==> config.mk <==
export PLATFORM = sky130hd
export DESIGN_NAME = insight_mstatus_tracker_flat
export DESIGN_NICKNAME = d
export VERILOG_FILES = /design/src/rtl/insight_mstatus_tracker_if.sv /design/src/rtl/insight_mstatus_tracker.sv /design/src/flat_wrapper.sv
export SDC_FILE = /design/constraint.sdc
export NUM_CORES = 1
export LEC_CHECK = 0
export ABC_CLOCK_PERIOD_IN_PS = 9200
export CELL_PAD_IN_SITES_DETAIL_PLACEMENT = 1
export CELL_PAD_IN_SITES_GLOBAL_PLACEMENT = 2
export CORE_ASPECT_RATIO = 0.5
export CORE_MARGIN = 8
export CORE_UTILIZATION = 38
export CTS_CLUSTER_DIAMETER = 120
export DETAILED_ROUTE_END_ITERATION = 12
export GPL_ROUTABILITY_DRIVEN = 0
export PLACE_DENSITY_LB_ADDON = 0.1
export SETUP_SLACK_MARGIN = 0.2
export SLEW_MARGIN = 10
export SYNTH_ARGS = -nofsm -noshare
export SYNTH_HDL_FRONTEND = slang
export SYNTH_SLANG_ARGS = --single-unit
==> constraint.sdc <==
create_clock -name clock -period 9.2 [get_ports clock]
set_clock_uncertainty 0.2 [all_clocks]
set_input_delay 1.84 -clock clock [delete_from_list [all_inputs] [get_ports clock]]
set_output_delay 1.84 -clock clock [all_outputs]
set_load 0.03 [all_outputs]
==> src/rtl/insight_mstatus_tracker_if.sv <==
// ============================================================================
// Module   : insight_mstatus_tracker_if
// Brief    : Hart sample inputs and record-stream outputs of the mstatus tracker.
// Revision : 1.0 - initial release
// ============================================================================
`default_nettype none

interface insight_mstatus_tracker_if #(
    parameter int NUM_HARTS = 2,
    parameter int STATUS_W  = 32
);
    localparam int C_HART_W = (NUM_HARTS > 1) ? $clog2(NUM_HARTS) : 1;

    logic [NUM_HARTS-1:0]          in_valid;
    logic [NUM_HARTS*STATUS_W-1:0] in_status;
    logic [NUM_HARTS*2-1:0]        in_prv;
    logic                          snap_req;
    logic                          out_valid;
    logic                          out_ready;
    logic [C_HART_W-1:0]           out_hart;
    logic [STATUS_W-1:0]           out_status;
    logic [1:0]                    out_prv;
    logic                          out_coalesced;
    logic [15:0]                   drop_count;

    modport master (
        output in_valid, in_status, in_prv, snap_req, out_ready,
        input  out_valid, out_hart, out_status, out_prv, out_coalesced, drop_count
    );

    modport slave (
        input  in_valid, in_status, in_prv, snap_req, out_ready,
        output out_valid, out_hart, out_status, out_prv, out_coalesced, drop_count
    );
endinterface

`default_nettype wire

==> src/rtl/insight_mstatus_tracker.sv <==
// ============================================================================
// Module   : insight_mstatus_tracker
// Brief    : Per-hart mstatus change detector feeding a round-robin record FIFO.
// Revision : 1.0 - initial release
// ============================================================================
`default_nettype none

module insight_mstatus_tracker #(
    parameter int                  NUM_HARTS  = 2,
    parameter int                  STATUS_W   = 32,
    parameter int                  DEPTH      = 4,
    parameter logic [STATUS_W-1:0] TRACK_MASK = {STATUS_W{1'b1}}
) (
    input  wire logic                 clock,
    input  wire logic                 reset,
    insight_mstatus_tracker_if.slave  bus
);
    localparam int C_HART_W = (NUM_HARTS > 1) ? $clog2(NUM_HARTS) : 1;
    localparam int C_PTR_W  = $clog2(DEPTH);
    localparam int C_CNT_W  = C_PTR_W + 1;
    localparam logic [C_CNT_W-1:0] C_DEPTH = C_CNT_W'(DEPTH);

    logic [STATUS_W-1:0] r_last_status [NUM_HARTS];
    logic [1:0]          r_last_prv    [NUM_HARTS];
    logic [STATUS_W-1:0] r_pend_status [NUM_HARTS];
    logic [1:0]          r_pend_prv    [NUM_HARTS];
    logic [NUM_HARTS-1:0] r_armed, r_snap, r_pend_v, r_pend_coal;
    logic [C_HART_W-1:0] r_rr;

    logic [C_HART_W-1:0] r_fifo_hart   [DEPTH];
    logic [STATUS_W-1:0] r_fifo_status [DEPTH];
    logic [1:0]          r_fifo_prv    [DEPTH];
    logic                r_fifo_coal   [DEPTH];
    logic [C_PTR_W-1:0]  r_wr_ptr, r_rd_ptr;
    logic [C_CNT_W-1:0]  r_count;
    logic [15:0]         r_drop;

    logic [STATUS_W-1:0] w_masked [NUM_HARTS];
    logic [1:0]          w_prv    [NUM_HARTS];
    logic [NUM_HARTS-1:0] w_cap, w_gnt_hit, w_coal;
    logic                w_gnt_valid;
    logic [C_HART_W-1:0] w_gnt_idx, w_rr_next, w_idx;
    logic                w_pop, w_push_ok, w_out_valid;
    logic [4:0]          w_ncoal;
    logic [16:0]         w_drop_sum;
    logic [15:0]         w_drop_next;

    for (genvar h = 0; h < NUM_HARTS; h++) begin : g_hart
        assign w_masked[h]  = bus.in_status[h*STATUS_W +: STATUS_W] & TRACK_MASK;
        assign w_prv[h]     = bus.in_prv[2*h +: 2];
        assign w_cap[h]     = bus.in_valid[h] & (r_armed[h] | r_snap[h] |
                              (w_masked[h] != r_last_status[h]) | (w_prv[h] != r_last_prv[h]));
        assign w_gnt_hit[h] = w_gnt_valid & (w_gnt_idx == C_HART_W'(h));
        // A capture landing on a pending record that is not leaving this cycle loses it.
        assign w_coal[h]    = w_cap[h] & r_pend_v[h] & ~w_gnt_hit[h];
    end

    assign w_out_valid = (r_count != '0);
    assign w_pop       = w_out_valid & bus.out_ready;
    assign w_push_ok   = (r_count < C_DEPTH) | w_pop;

    always_comb begin
        w_gnt_valid = 1'b0;
        w_gnt_idx   = '0;
        w_idx       = '0;
        w_rr_next   = r_rr;
        if (w_push_ok) begin
            for (int k = 0; k < NUM_HARTS; k++) begin
                w_idx = C_HART_W'((int'(r_rr) + k) % NUM_HARTS);
                if (!w_gnt_valid && r_pend_v[w_idx]) begin
                    w_gnt_valid = 1'b1;
                    w_gnt_idx   = w_idx;
                end
            end
        end
        if (w_gnt_valid) begin
            w_rr_next = ((int'(w_gnt_idx) + 1) == NUM_HARTS) ? '0 : w_gnt_idx + 1'b1;
        end
    end

    always_comb begin
        w_ncoal = '0;
        for (int k = 0; k < NUM_HARTS; k++) begin
            w_ncoal = w_ncoal + 5'(w_coal[k]);
        end
        w_drop_sum  = {1'b0, r_drop} + {12'b0, w_ncoal};
        w_drop_next = w_drop_sum[16] ? 16'hFFFF : w_drop_sum[15:0];
    end

    always_ff @(posedge clock) begin
        if (reset) begin
            for (int h = 0; h < NUM_HARTS; h++) begin
                r_last_status[h] <= '0;
                r_last_prv[h]    <= '0;
                r_pend_status[h] <= '0;
                r_pend_prv[h]    <= '0;
            end
            r_armed     <= '1;
            r_snap      <= '0;
            r_pend_v    <= '0;
            r_pend_coal <= '0;
            r_rr        <= '0;
            r_wr_ptr    <= '0;
            r_rd_ptr    <= '0;
            r_count     <= '0;
            r_drop      <= '0;
        end else begin
            for (int h = 0; h < NUM_HARTS; h++) begin
                if (w_cap[h]) begin
                    r_last_status[h] <= w_masked[h];
                    r_last_prv[h]    <= w_prv[h];
                    r_armed[h]       <= 1'b0;
                    r_pend_status[h] <= w_masked[h];
                    r_pend_prv[h]    <= w_prv[h];
                    r_pend_v[h]      <= 1'b1;
                    r_pend_coal[h]   <= w_coal[h];
                end else if (w_gnt_hit[h]) begin
                    r_pend_v[h] <= 1'b0;
                end
                r_snap[h] <= bus.snap_req | (r_snap[h] & ~w_cap[h]);
            end
            if (w_gnt_valid) r_wr_ptr <= r_wr_ptr + 1'b1;
            if (w_pop)       r_rd_ptr <= r_rd_ptr + 1'b1;
            if (w_gnt_valid && !w_pop)      r_count <= r_count + 1'b1;
            else if (!w_gnt_valid && w_pop) r_count <= r_count - 1'b1;
            r_rr   <= w_rr_next;
            r_drop <= w_drop_next;
        end
    end

    // Storage needs no reset: reads are qualified by r_count.
    always_ff @(posedge clock) begin
        if (w_gnt_valid) begin
            r_fifo_hart[r_wr_ptr]   <= w_gnt_idx;
            r_fifo_status[r_wr_ptr] <= r_pend_status[w_gnt_idx];
            r_fifo_prv[r_wr_ptr]    <= r_pend_prv[w_gnt_idx];
            r_fifo_coal[r_wr_ptr]   <= r_pend_coal[w_gnt_idx];
        end
    end

    assign bus.out_valid     = w_out_valid;
    assign bus.out_hart      = w_out_valid ? r_fifo_hart[r_rd_ptr]   : '0;
    assign bus.out_status    = w_out_valid ? r_fifo_status[r_rd_ptr] : '0;
    assign bus.out_prv       = w_out_valid ? r_fifo_prv[r_rd_ptr]    : '0;
    assign bus.out_coalesced = w_out_valid ? r_fifo_coal[r_rd_ptr]   : 1'b0;
    assign bus.drop_count    = r_drop;
endmodule

`default_nettype wire

==> src/flat_wrapper.sv <==
// flat-port wrapper written by rule: the top's interface ports become plain ports
module insight_mstatus_tracker_flat 
#(
    parameter int                  NUM_HARTS  = 2,
    parameter int                  STATUS_W   = 32,
    parameter int                  DEPTH      = 4,
    parameter logic [STATUS_W-1:0] TRACK_MASK = {STATUS_W{1'b1}}
)
  (clock, reset, bus_in_valid, bus_in_status, bus_in_prv, bus_snap_req, bus_out_ready, bus_out_valid, bus_out_hart, bus_out_status, bus_out_prv, bus_out_coalesced, bus_drop_count);
  insight_mstatus_tracker_if #(.NUM_HARTS(NUM_HARTS), .STATUS_W(STATUS_W)) bus_i ();
  input  wire logic clock;
  input  wire logic reset;
  input wire logic [$bits(bus_i.in_valid)-1:0] bus_in_valid;
  input wire logic [$bits(bus_i.in_status)-1:0] bus_in_status;
  input wire logic [$bits(bus_i.in_prv)-1:0] bus_in_prv;
  input wire logic [$bits(bus_i.snap_req)-1:0] bus_snap_req;
  input wire logic [$bits(bus_i.out_ready)-1:0] bus_out_ready;
  output wire logic [$bits(bus_i.out_valid)-1:0] bus_out_valid;
  output wire logic [$bits(bus_i.out_hart)-1:0] bus_out_hart;
  output wire logic [$bits(bus_i.out_status)-1:0] bus_out_status;
  output wire logic [$bits(bus_i.out_prv)-1:0] bus_out_prv;
  output wire logic [$bits(bus_i.out_coalesced)-1:0] bus_out_coalesced;
  output wire logic [$bits(bus_i.drop_count)-1:0] bus_drop_count;
  assign bus_i.in_valid = bus_in_valid;
  assign bus_i.in_status = bus_in_status;
  assign bus_i.in_prv = bus_in_prv;
  assign bus_i.snap_req = bus_snap_req;
  assign bus_i.out_ready = bus_out_ready;
  assign bus_out_valid = bus_i.out_valid;
  assign bus_out_hart = bus_i.out_hart;
  assign bus_out_status = bus_i.out_status;
  assign bus_out_prv = bus_i.out_prv;
  assign bus_out_coalesced = bus_i.out_coalesced;
  assign bus_drop_count = bus_i.drop_count;
  insight_mstatus_tracker #(.NUM_HARTS(NUM_HARTS), .STATUS_W(STATUS_W), .DEPTH(DEPTH), .TRACK_MASK(TRACK_MASK)) u_core (.clock(clock), .reset(reset), .bus(bus_i));
endmodule
======== Yosys cells after proc, flatten, opt, wreduce, memory -nomap -nowiden ========
Memory sizes are Yosys's and may differ from the RTL's. A register that Yosys moved wholly into a read port is not among the register bits.
Cells that the tools add are included.
Widths: inputs -> output; s select.
storage, ports and cells
  memories ................................ 8
  input bits .............................. 74
  register bits ........................... 32
  latch bits .............................. 0
  memory bits (read-only) ................. 0
  RAM bits ................................ 280
  output and inout bits ................... 53
operators by class
  order comparisons ....................... 4
  mux-type cells .......................... 51
  shift operators ......................... 0
  bitwise logic cells ..................... 33
  div/mod/pow operators ................... 0
  eq/ne operators ......................... 5
  reductions and logical operators ........ 10
  add/sub/neg operators ................... 9
  multiply operators ...................... 0
memory list
  memory                depth  bits a word  read ports  clocked after Yosys merged registers in  wr ports  line                           RTL
  u_core.r_fifo_status  4      32           1           1                                        1         insight_mstatus_tracker.sv:31  logic [STATUS_W-1:0] r_fifo_status [DEPTH];
  u_core.r_last_status  2      32           2           0                                        2         insight_mstatus_tracker.sv:23  logic [STATUS_W-1:0] r_last_status [NUM_HARTS];
  u_core.r_pend_status  2      32           1           0                                        2         insight_mstatus_tracker.sv:25  logic [STATUS_W-1:0] r_pend_status [NUM_HARTS];
  u_core.r_fifo_prv     4      2            1           1                                        1         insight_mstatus_tracker.sv:32  logic [1:0] r_fifo_prv [DEPTH];
  u_core.r_fifo_coal    4      1            1           1                                        1         insight_mstatus_tracker.sv:33  logic r_fifo_coal [DEPTH];
  u_core.r_fifo_hart    4      1            1           1                                        1         insight_mstatus_tracker.sv:30  logic [C_HART_W-1:0] r_fifo_hart [DEPTH];
  2 more memories       -      -            -           -                                        -         -
operator list
  kind                 number
  $mux 32              5
  $ne 32x32->1         2
  $eq 32x3->1 const B  1
  $mux 1               30
  $mux 2               13
  $add 16x5->17        1
  $or 1x1->1           17
  $mux 16              1
  $and 1x1->1          11
  $lt 1x2->1 const B   3
  $mux 3               2
  $reduce_bool 2->1    3
  $not 1->1            5
  $add 2x1->2 const B  2
  $ne 2x2->1           2
  $add 3x1->3 const B  1
  $logic_and 1x1->1    3
  $logic_not 1->1      3
  $lt 3x3->1 const B   1
  $reduce_bool 3->1    1
  $sub 3x1->3 const B  1
  $add 1x1->1 const B  2
  $add 1x1->2          1
  $add 1x1->2 const B  1

======== Longest topological paths before layout ========
Gate-level depths: netlist of the first run.
  depth in word-level cells ............... 15
  mapped depth ............................ 14
  mapped depth without buffers ............ 14

======== Worst setup path after synthesis of the first run ========
Ideal clock, no wire load.
  path type ............................... in2reg
  from .................................... input port bus_in_status[35]
  to ...................................... register u_core.r_drop[13], in the netlist u_core.bus.drop_count[13]
  data required time ...................... 8914 ps
  path slack .............................. 3559 ps
  cell stages on the path ................. 14
  arrival time ............................ 5356 ps
  cell sequence ........................... xnor2_1 nand4_1 or4_4 or3_4 and4_2 ha_1 ha_1 inv_1 fa_1 nand3b_1 nor4_2 nand2_1 and4_1 a211oi_1
on the way
  cells in the longest elaborated chain, start to end .. 9
ends and longest elaborated chain
  element                    line                            RTL
  start, declared            flat_wrapper.sv:14              input wire logic [$bits(bus_i.in_status)-1:0] bus_in_status;
  $ne 32x32->1               insight_mstatus_tracker.sv:52   (w_masked[h] != r_last_status[h]) | (w_prv[h] != r_last_prv[h]));
  $or 1x1->1                 insight_mstatus_tracker.sv:51   assign w_cap[h] = bus.in_valid[h] & (r_armed[h] | r_snap[h] |
  $or 1x1->1                 insight_mstatus_tracker.sv:52
  $and 1x1->1                insight_mstatus_tracker.sv:51
  $and 1x1->1 (2 in series)  insight_mstatus_tracker.sv:55   assign w_coal[h] = w_cap[h] & r_pend_v[h] & ~w_gnt_hit[h];
  net u_core.w_coal[1]       insight_mstatus_tracker.sv:40   logic [NUM_HARTS-1:0] w_cap, w_gnt_hit, w_coal;
  $add 1x1->2                insight_mstatus_tracker.sv:84   w_ncoal = w_ncoal + 5'(w_coal[k]);
  $add 16x5->17              insight_mstatus_tracker.sv:86   w_drop_sum = {1'b0, r_drop} + {12'b0, w_ncoal};
  $mux 16                    insight_mstatus_tracker.sv:87   w_drop_next = w_drop_sum[16] ? 16'hFFFF : w_drop_sum[15:0];
  end signal, assigned       insight_mstatus_tracker.sv:127  r_drop <= w_drop_next;
  end, declared              insight_mstatus_tracker.sv:36   logic [15:0] r_drop;
The timed path passes the listed nets, and every way through them passes these cells.
A chain may end at the register's enable or synchronous reset.

======== Final worst setup path of the first run ========
  from .................................... input port bus_in_prv[3]
  to ...................................... register u_core.r_drop[13], in the netlist u_core.bus.drop_count[13]
on the way
  cells in the longest elaborated chain, start to end .. 8
ends and longest elaborated chain
  element                    line                           RTL
  start, declared            flat_wrapper.sv:15             input wire logic [$bits(bus_i.in_prv)-1:0] bus_in_prv;
  $ne 2x2->1                 insight_mstatus_tracker.sv:52
  $or 1x1->1                 insight_mstatus_tracker.sv:52
  $and 1x1->1                insight_mstatus_tracker.sv:51
  $and 1x1->1 (2 in series)  insight_mstatus_tracker.sv:55
  net u_core.w_coal[1]       insight_mstatus_tracker.sv:40
  $add 1x1->2                insight_mstatus_tracker.sv:84
  $add 16x5->17              insight_mstatus_tracker.sv:86
  $mux 16                    insight_mstatus_tracker.sv:87
The timed path passes the listed nets, and every way through them passes these cells.

==> impl_metrics.ini, run 1 <==
[worst_setup_path]
arrival_ns = 6.81
required_ns = 9.45
critPathLaunchType = input port
criticalPathCategory = in2reg
r2r_setup_slack_ns = 3.95
reg2reg_to = u_core.bus.drop_count[13]
cp_max_fo = 12
r2r_start = u_core.r_pend_prv[1][1]
r2r_cells = 14
critical_path.endpoint_type = register

[clock_network]
cts_tree = done
htree_num_levels = 1
cts-root-buf = clkbuf_16
clock_sinks = 246
cts_setup_buffers = 0
cts_buffer_depth = 3
clk_latency_ns = 0.53
cts_resized = 0
clkTransAtPathRegs_ns = 0.07
cts_buffers = 24
hold_buffers = 0

[timing]
tightest_slew_ns = 0.999
setup_viol = 0
relSlewSlack_pct = 32.8
slew_viol_final = 0
hold_viol = 0
final.min_clock_period_ns = 6.56
fmax_mhz = 152
rsz0062_at_grt = no
fin_crit_sh_pct = 71.3
final.setup.tns_ns = 0

[grt]
track_usage_pct = 17.1
grt_max_degree = 58
overflow = 0
grt_pass1_vias = 7294
antenna_found_initial = 0
grt_pass1_wl_microns = 45300

[finish]
design_area_sq_um = 13400
area_delta_synth_final_pct = 21.4
fin_nets = 994
fill_cells = 2942
antenna_cells = 0
drive_above_1_share_pct = 10.3

[synthesis]
async_flop_share_pct = 0
synth_cell_types = 48
synthCells = 785
synth_top_area_share_pct = 57.8
yosysMostFrequentCell = edfxtp_1
synth_edf_count = 212
synth_top_flop_cell = edfxtp_1
synth_area_leaders = edfxtp_1 58%, mux4_2 7.4%, dfxtp_1 6.2%
ys_seq_elements = 246
yosys_warnings = 0
netlist.top_cell.by_area = edfxtp_1
syn-cell-area_sq_um = 11000
avgSynthCellArea_sq_um = 14.0
seq_area_frac_synth_pct = 63.9
synth_common_cells = 212 x edfxtp_1, 109 x nand2_1, 74 x xnor2_1
synth_fp_nets = 869

[hold_path]
hold_path.class = reg2reg
whs_endpoint = u_core.r_armed[0]
hold_path_depth = 1
worstHoldStart = u_core.r_armed[0]

[die]
die_width_microns = 257
fp-row-count = 44
die_area_sq_um = 35000
ios = 127
die_h_microns = 136
coreArea_sq_um = 28800
start_util_pct = 38.3

[power_and_ir_drop]
leakage_nw = 4.48
p_int_w = 0.00236
combPwrFrac_pct = 33.5
powerDensity_nw_per_um2 = 264
sw_frac_of_total_pct = 33.1
ir_drop_v = 0.000140
pwr-share-clk_pct = 25.2
sequentialPowerShare_pct = 41.3
p_sw_w = 0.00117

[place]
hpwl_microns = 21200
placed_area_sq_um = 12700
portBuffers = 126

[detailed_routing]
drcViolationCount = 0
viasPerCell = 5.21
num_vias = 6842
postRouteAntennaNets = 0
drt_wl_total_microns = 30200
first_iter_violations = 376
drt_pass1_iterations = 5
post_drt_wl_per_cell_microns = 23.0

[status]
status = finished, final reports clean

[job]
max_cap_viol_count = 0
==> worst max-delay path by stage <==
stage | start | endpoint | slack (ns)
3_5_place_dp | bus_in_status[39] | u_core.bus.drop_count[13] | 2.04
5_1_grt | bus_in_status[39] | u_core.bus.drop_count[13] | 2.33
6_report | bus_in_prv[3] | u_core.bus.drop_count[13] | 2.64
3_3_place_gp | bus_in_status[35] | u_core.bus.drop_count[13] | 2.16
4_1_cts | bus_in_status[39] | u_core.bus.drop_count[13] | 2.58
2_1_floorplan | bus_in_status[35] | u_core.bus.drop_count[13] | 3.56
==> metal layers <==
| layer | up-vias | global-route usage, % | wire, microns |
|---|---|---|---|
| met1 | 3512 | 23.9 | 14200 |
| met5 | - | 0 | 0 |
| li1 | 3158 | - | - |
| met2 | 131 | 27.3 | 13900 |
| met4 | 0 | 3.60 | 565 |
| met3 | 41 | 3.67 | 1540 |
==> sequential cells by signal, indices dropped and copies added, names as in the netlist, named ones only <==
name                   flops
u_core.r_rd_ptr            2
u_core.r_wr_ptr            2
u_core.r_fifo_coal         4
u_core.r_pend_prv          2
u_core.r_armed             2
u_core.r_rr                1
u_core.r_last_status      32
u_core.r_count             3
u_core.r_last_prv          2
u_core.r_fifo_status     128
u_core.r_pend_v            2
u_core.r_pend_coal         2
u_core.r_pend_status      32
u_core.bus.drop_count     16
u_core.r_fifo_hart         4
u_core.r_snap              2
u_core.r_fifo_prv          8
==> worst max-delay path: stages <==
cell	delay [ns]
clkdlybuf4s50_1	0.43
xnor2_1	0.40
nand4_1	0.17
or4_4	0.57
or3_4	0.43
and4_2	0.25
ha_1	0.28
ha_1	0.16
inv_1	0.05
fa_1	0.39
nand3b_1	0.28
nor4_2	0.58
nand2_1	0.44
and4_1	0.34
a211oi_1	0.20
==> power groups by stage <==
stage	Combinational, W	Clock [W]	Sequential, W
after floorplan	0.000735	0	0.00146
final	0.00118	0.000891	0.00146
after global routing	0.00128	0.000954	0.00147
after CTS	0.00121	0.000914	0.00146
after global placement	0.00120	0	0.00147
after detailed placement	0.00121	0	0.00148
==> final cells by class <==
class	count	area, sq um	share of cell area (%)
multi-input cells	487	3760	28.1
clock inverters	12	72.6	0.542
repair buffers	138	1350	10.1
well taps	391	489	3.66
clock buffers	26	608	4.55
inverters	13	48.8	0.365
flip-flops and latches	246	7050	52.7
==> cell usage in the layout (no fill, tap or decap), types with 13 or more instances in the layout <==
master	n
a21boi_0	58
clkdlybuf4s50_1	126
nand4_1	31
nand2_1	109
nand3_1	13
a21oi_1	16
mux4_2	36
dfxtp_1	33
nor2_1	18
clkbuf_16	24
edfxtp_1	212
xnor2_1	74
and2_1	40
==> cells by family (layout without fill, tap and decap cells) <==
group | count (synthesis) | in the layout | share of synthesized area [%]
simple gates | 249 | 249 | 11.6
xor+xnor | 84 | 84 | 6.67
mux | 39 | 39 | 7.63
compound gates | 105 | 105 | 6.95
fa+ha+maj | 10 | 10 | 1.27
flops | 246 | 246 | 63.9
buf+inv | 52 | 189 | 1.96
==> stage by stage <==
step                util, %  hold WS [ns]  instances  total power (W)  setup slack [ns]
floorplan                 -         0.241        785          0.00220              3.56
global placement       44.1         0.250       1275          0.00267              2.16
detailed placement     44.1         0.256       1275          0.00269              2.04
CTS                    46.5         0.271       1313          0.00359              2.58
global route           46.5         0.294       1313          0.00370              2.33
finish                 46.5         0.270       1313          0.00353              2.64
No activity file was read; power rests on OpenSTA's default activity.
==> inputs of run 2 (changes only) <==
--- a/config.mk
+++ b/config.mk
@@ -5,12 +5,12 @@
 export SDC_FILE = /design/constraint.sdc
 export NUM_CORES = 1
 export LEC_CHECK = 0
-export ABC_CLOCK_PERIOD_IN_PS = 9200
+export ABC_CLOCK_PERIOD_IN_PS = 5570
 export CELL_PAD_IN_SITES_DETAIL_PLACEMENT = 1
 export CELL_PAD_IN_SITES_GLOBAL_PLACEMENT = 2
 export CORE_ASPECT_RATIO = 0.5
 export CORE_MARGIN = 8
-export CORE_UTILIZATION = 38
+export CORE_UTILIZATION = 36
 export CTS_CLUSTER_DIAMETER = 120
 export DETAILED_ROUTE_END_ITERATION = 12
 export GPL_ROUTABILITY_DRIVEN = 0
==> constraint.sdc (replaced) <==
create_clock -name clock -period 5.57 [get_ports clock]
set_clock_uncertainty 0.2 [all_clocks]
set_input_delay 1.114 -clock clock [delete_from_list [all_inputs] [get_ports clock]]
set_output_delay 1.114 -clock clock [all_outputs]
set_load 0.03 [all_outputs]
==> impl_metrics.ini, run 2 (synthesis gave the netlist of run 1 again) <==
[status]
status = finished, final reports clean

[timing]
setup_viol = 0
slew_viol_final = 0
fmax_mhz = 194
hold_viol = 0
rsz0062_at_grt = no
relSlewSlack_pct = 38.4
fin_crit_sh_pct = 92.6
tightest_slew_ns = 0.921
final.min_clock_period_ns = 5.16
whs_ns = 0.278

[worst_setup_path]
critPathBufInv = 3
critPathLaunchType = input port
crit_path_max_incr_delay_ns = 0.55
critical_path.endpoint_type = register
cp_max_fo = 5
required_ns = 5.79
arrival_ns = 5.37
cp_top_family = simple AND/OR/NAND/NOR gates
cp_common_cell = ha_1
worst_path_max_delay_cell = or4_4
criticalPathCategory = in2reg
cp_cell_sequence = clkdlybuf4s50_1 -> xnor2_1 -> nand4b_1 -> or4_4 -> or3_4 -> and4_2 -> ha_1 -> ha_1 -> inv_1 -> fa_1 -> nand3b_1 -> nor4_2 -> buf_4 -> nand3_1 -> nor3b_1 -> nor3_1

[place]
placed_area_sq_um = 12900
hpwl_microns = 22300
place_inst = 1307
portBuffers = 126

[clock_network]
cts_setup_buffers = 0
clk_latency_ns = 0.54
cts_buffer_depth = 3
cts-root-buf = clkbuf_16
cts_resized = 0
htree_num_levels = 1
cts_tree = done
clock_sinks = 246
hold_buffers = 0
clkTransAtPathRegs_ns = 0.06
cts_buffers = 24

[finish]
multiInputGateArea_sq_um = 3760
final_cells = 1352
largest_reg_flops = 128
reg.largest.list = u_core.r_fifo_status (128), u_core.r_last_status (32), u_core.r_pend_status (32)
final_cell_mix = 212 x edfxtp_1, 126 x clkdlybuf4s50_1, 109 x nand2_1
fill_cells = 3065
seq_area_sq_um = 7050
regMostFlops = u_core.r_fifo_status
area_delta_synth_final_pct = 23.7
design_area_sq_um = 13600
final_util_pct = 45.1
fin_nets = 1018
layout_commonest_cell = edfxtp_1
drive_above_1_share_pct = 12.1

[detailed_routing]
postRouteAntennaNets = 0
num_vias = 6953
first_iter_violations = 488
post_drt_wl_per_cell_microns = 23.4
drcViolationCount = 0
drt_pass1_iterations = 4
viasPerCell = 5.14
drt_wl_total_microns = 31700

[grt]
grt_pass1_wl_microns = 47200
grt_pass1_vias = 7318
grt_max_degree = 54
track_usage_pct = 16.7
antenna_found_initial = 1
overflow = 0

[power_and_ir_drop]
power_w = 0.00597
ir_drop_v = 0.000257
sequentialPowerShare_pct = 40.7
sw_frac_of_total_pct = 33.0
leakage_nw = 4.61
p_int_w = 0.00400
powerDensity_nw_per_um2 = 438
pwr-share-clk_pct = 26.2
combPwrFrac_pct = 33.1
p_sw_w = 0.00197

[die]
ios = 127
coreArea_sq_um = 30200
die_width_microns = 263
fp-row-count = 45
die_h_microns = 140
die_area_sq_um = 36800
start_util_pct = 36.5

[job]
max_cap_viol_count = 0

[hold_path]
hold_path.class = reg2reg
run 2: cell types whose count changed in the layout (fill, tap and decap cells not counted), moves of 2 or more:
cell | before | now
clkinvlp_4 | 2 | 0
buf_4 | 12 | 35
clkinv_2 | 6 | 1
clkinv_1 | 4 | 6
clkbuf_8 | 0 | 2
clkbuf_1 | 2 | 10
run 2: path summary, 6_finish.rpt:
kind	startpoint	end	slack [ns]	depth (start not counted)
worst max register to register	u_core.r_last_status[0][40]	u_core.bus.drop_count[14]	1.05	15
worst min-delay path	u_core.r_armed[0]	u_core.r_armed[0]	0.28	1
worst max-delay path	bus_in_status[40]	u_core.bus.drop_count[14]	0.41	16
worst min register to register	u_core.r_armed[0]	u_core.r_armed[0]	0.28	1
run 2: final cells by class:
cell class                      instances  area share [%]
Multi-Input combinational cell        487            27.6
Timing Repair Buffer                  162            11.3
Clock inverter                          7           0.294
Tap cell                              399            3.66
Antenna cell                            1          0.0184
Clock buffer                           37            5.07
Inverter                               13           0.358
Sequential cell                       246            51.7
run 2: routing by layer:
layer,wire length (microns),share of wire (%),GRT usage (%),vias to the layer above
li1,-,-,-,3209
met1,15300,48,23.6,3601
met2,14600,46,27.0,113
met3,1370,4.3,3.53,30
met4,390,1.2,2.29,0
met5,0,0,0,-
run 2: power groups by stage:
stage	sequential [W]	combinational (W)	clock, W
finish	0.00243	0.00198	0.00157
global route	0.00246	0.00210	0.00166
CTS	0.00243	0.00202	0.00160
detailed placement	0.00247	0.00202	0
global placement	0.00246	0.00199	0
floorplan	0.00242	0.00121	0
run 2: through the flow:
stage	TNS, ns	worst slack [ns]
floorplan	0	0.655
global placement	-0.156	-0.117
detailed placement	-0.231	-0.134
CTS	0	0.403
global route	0	0.228
finish	0	0.413
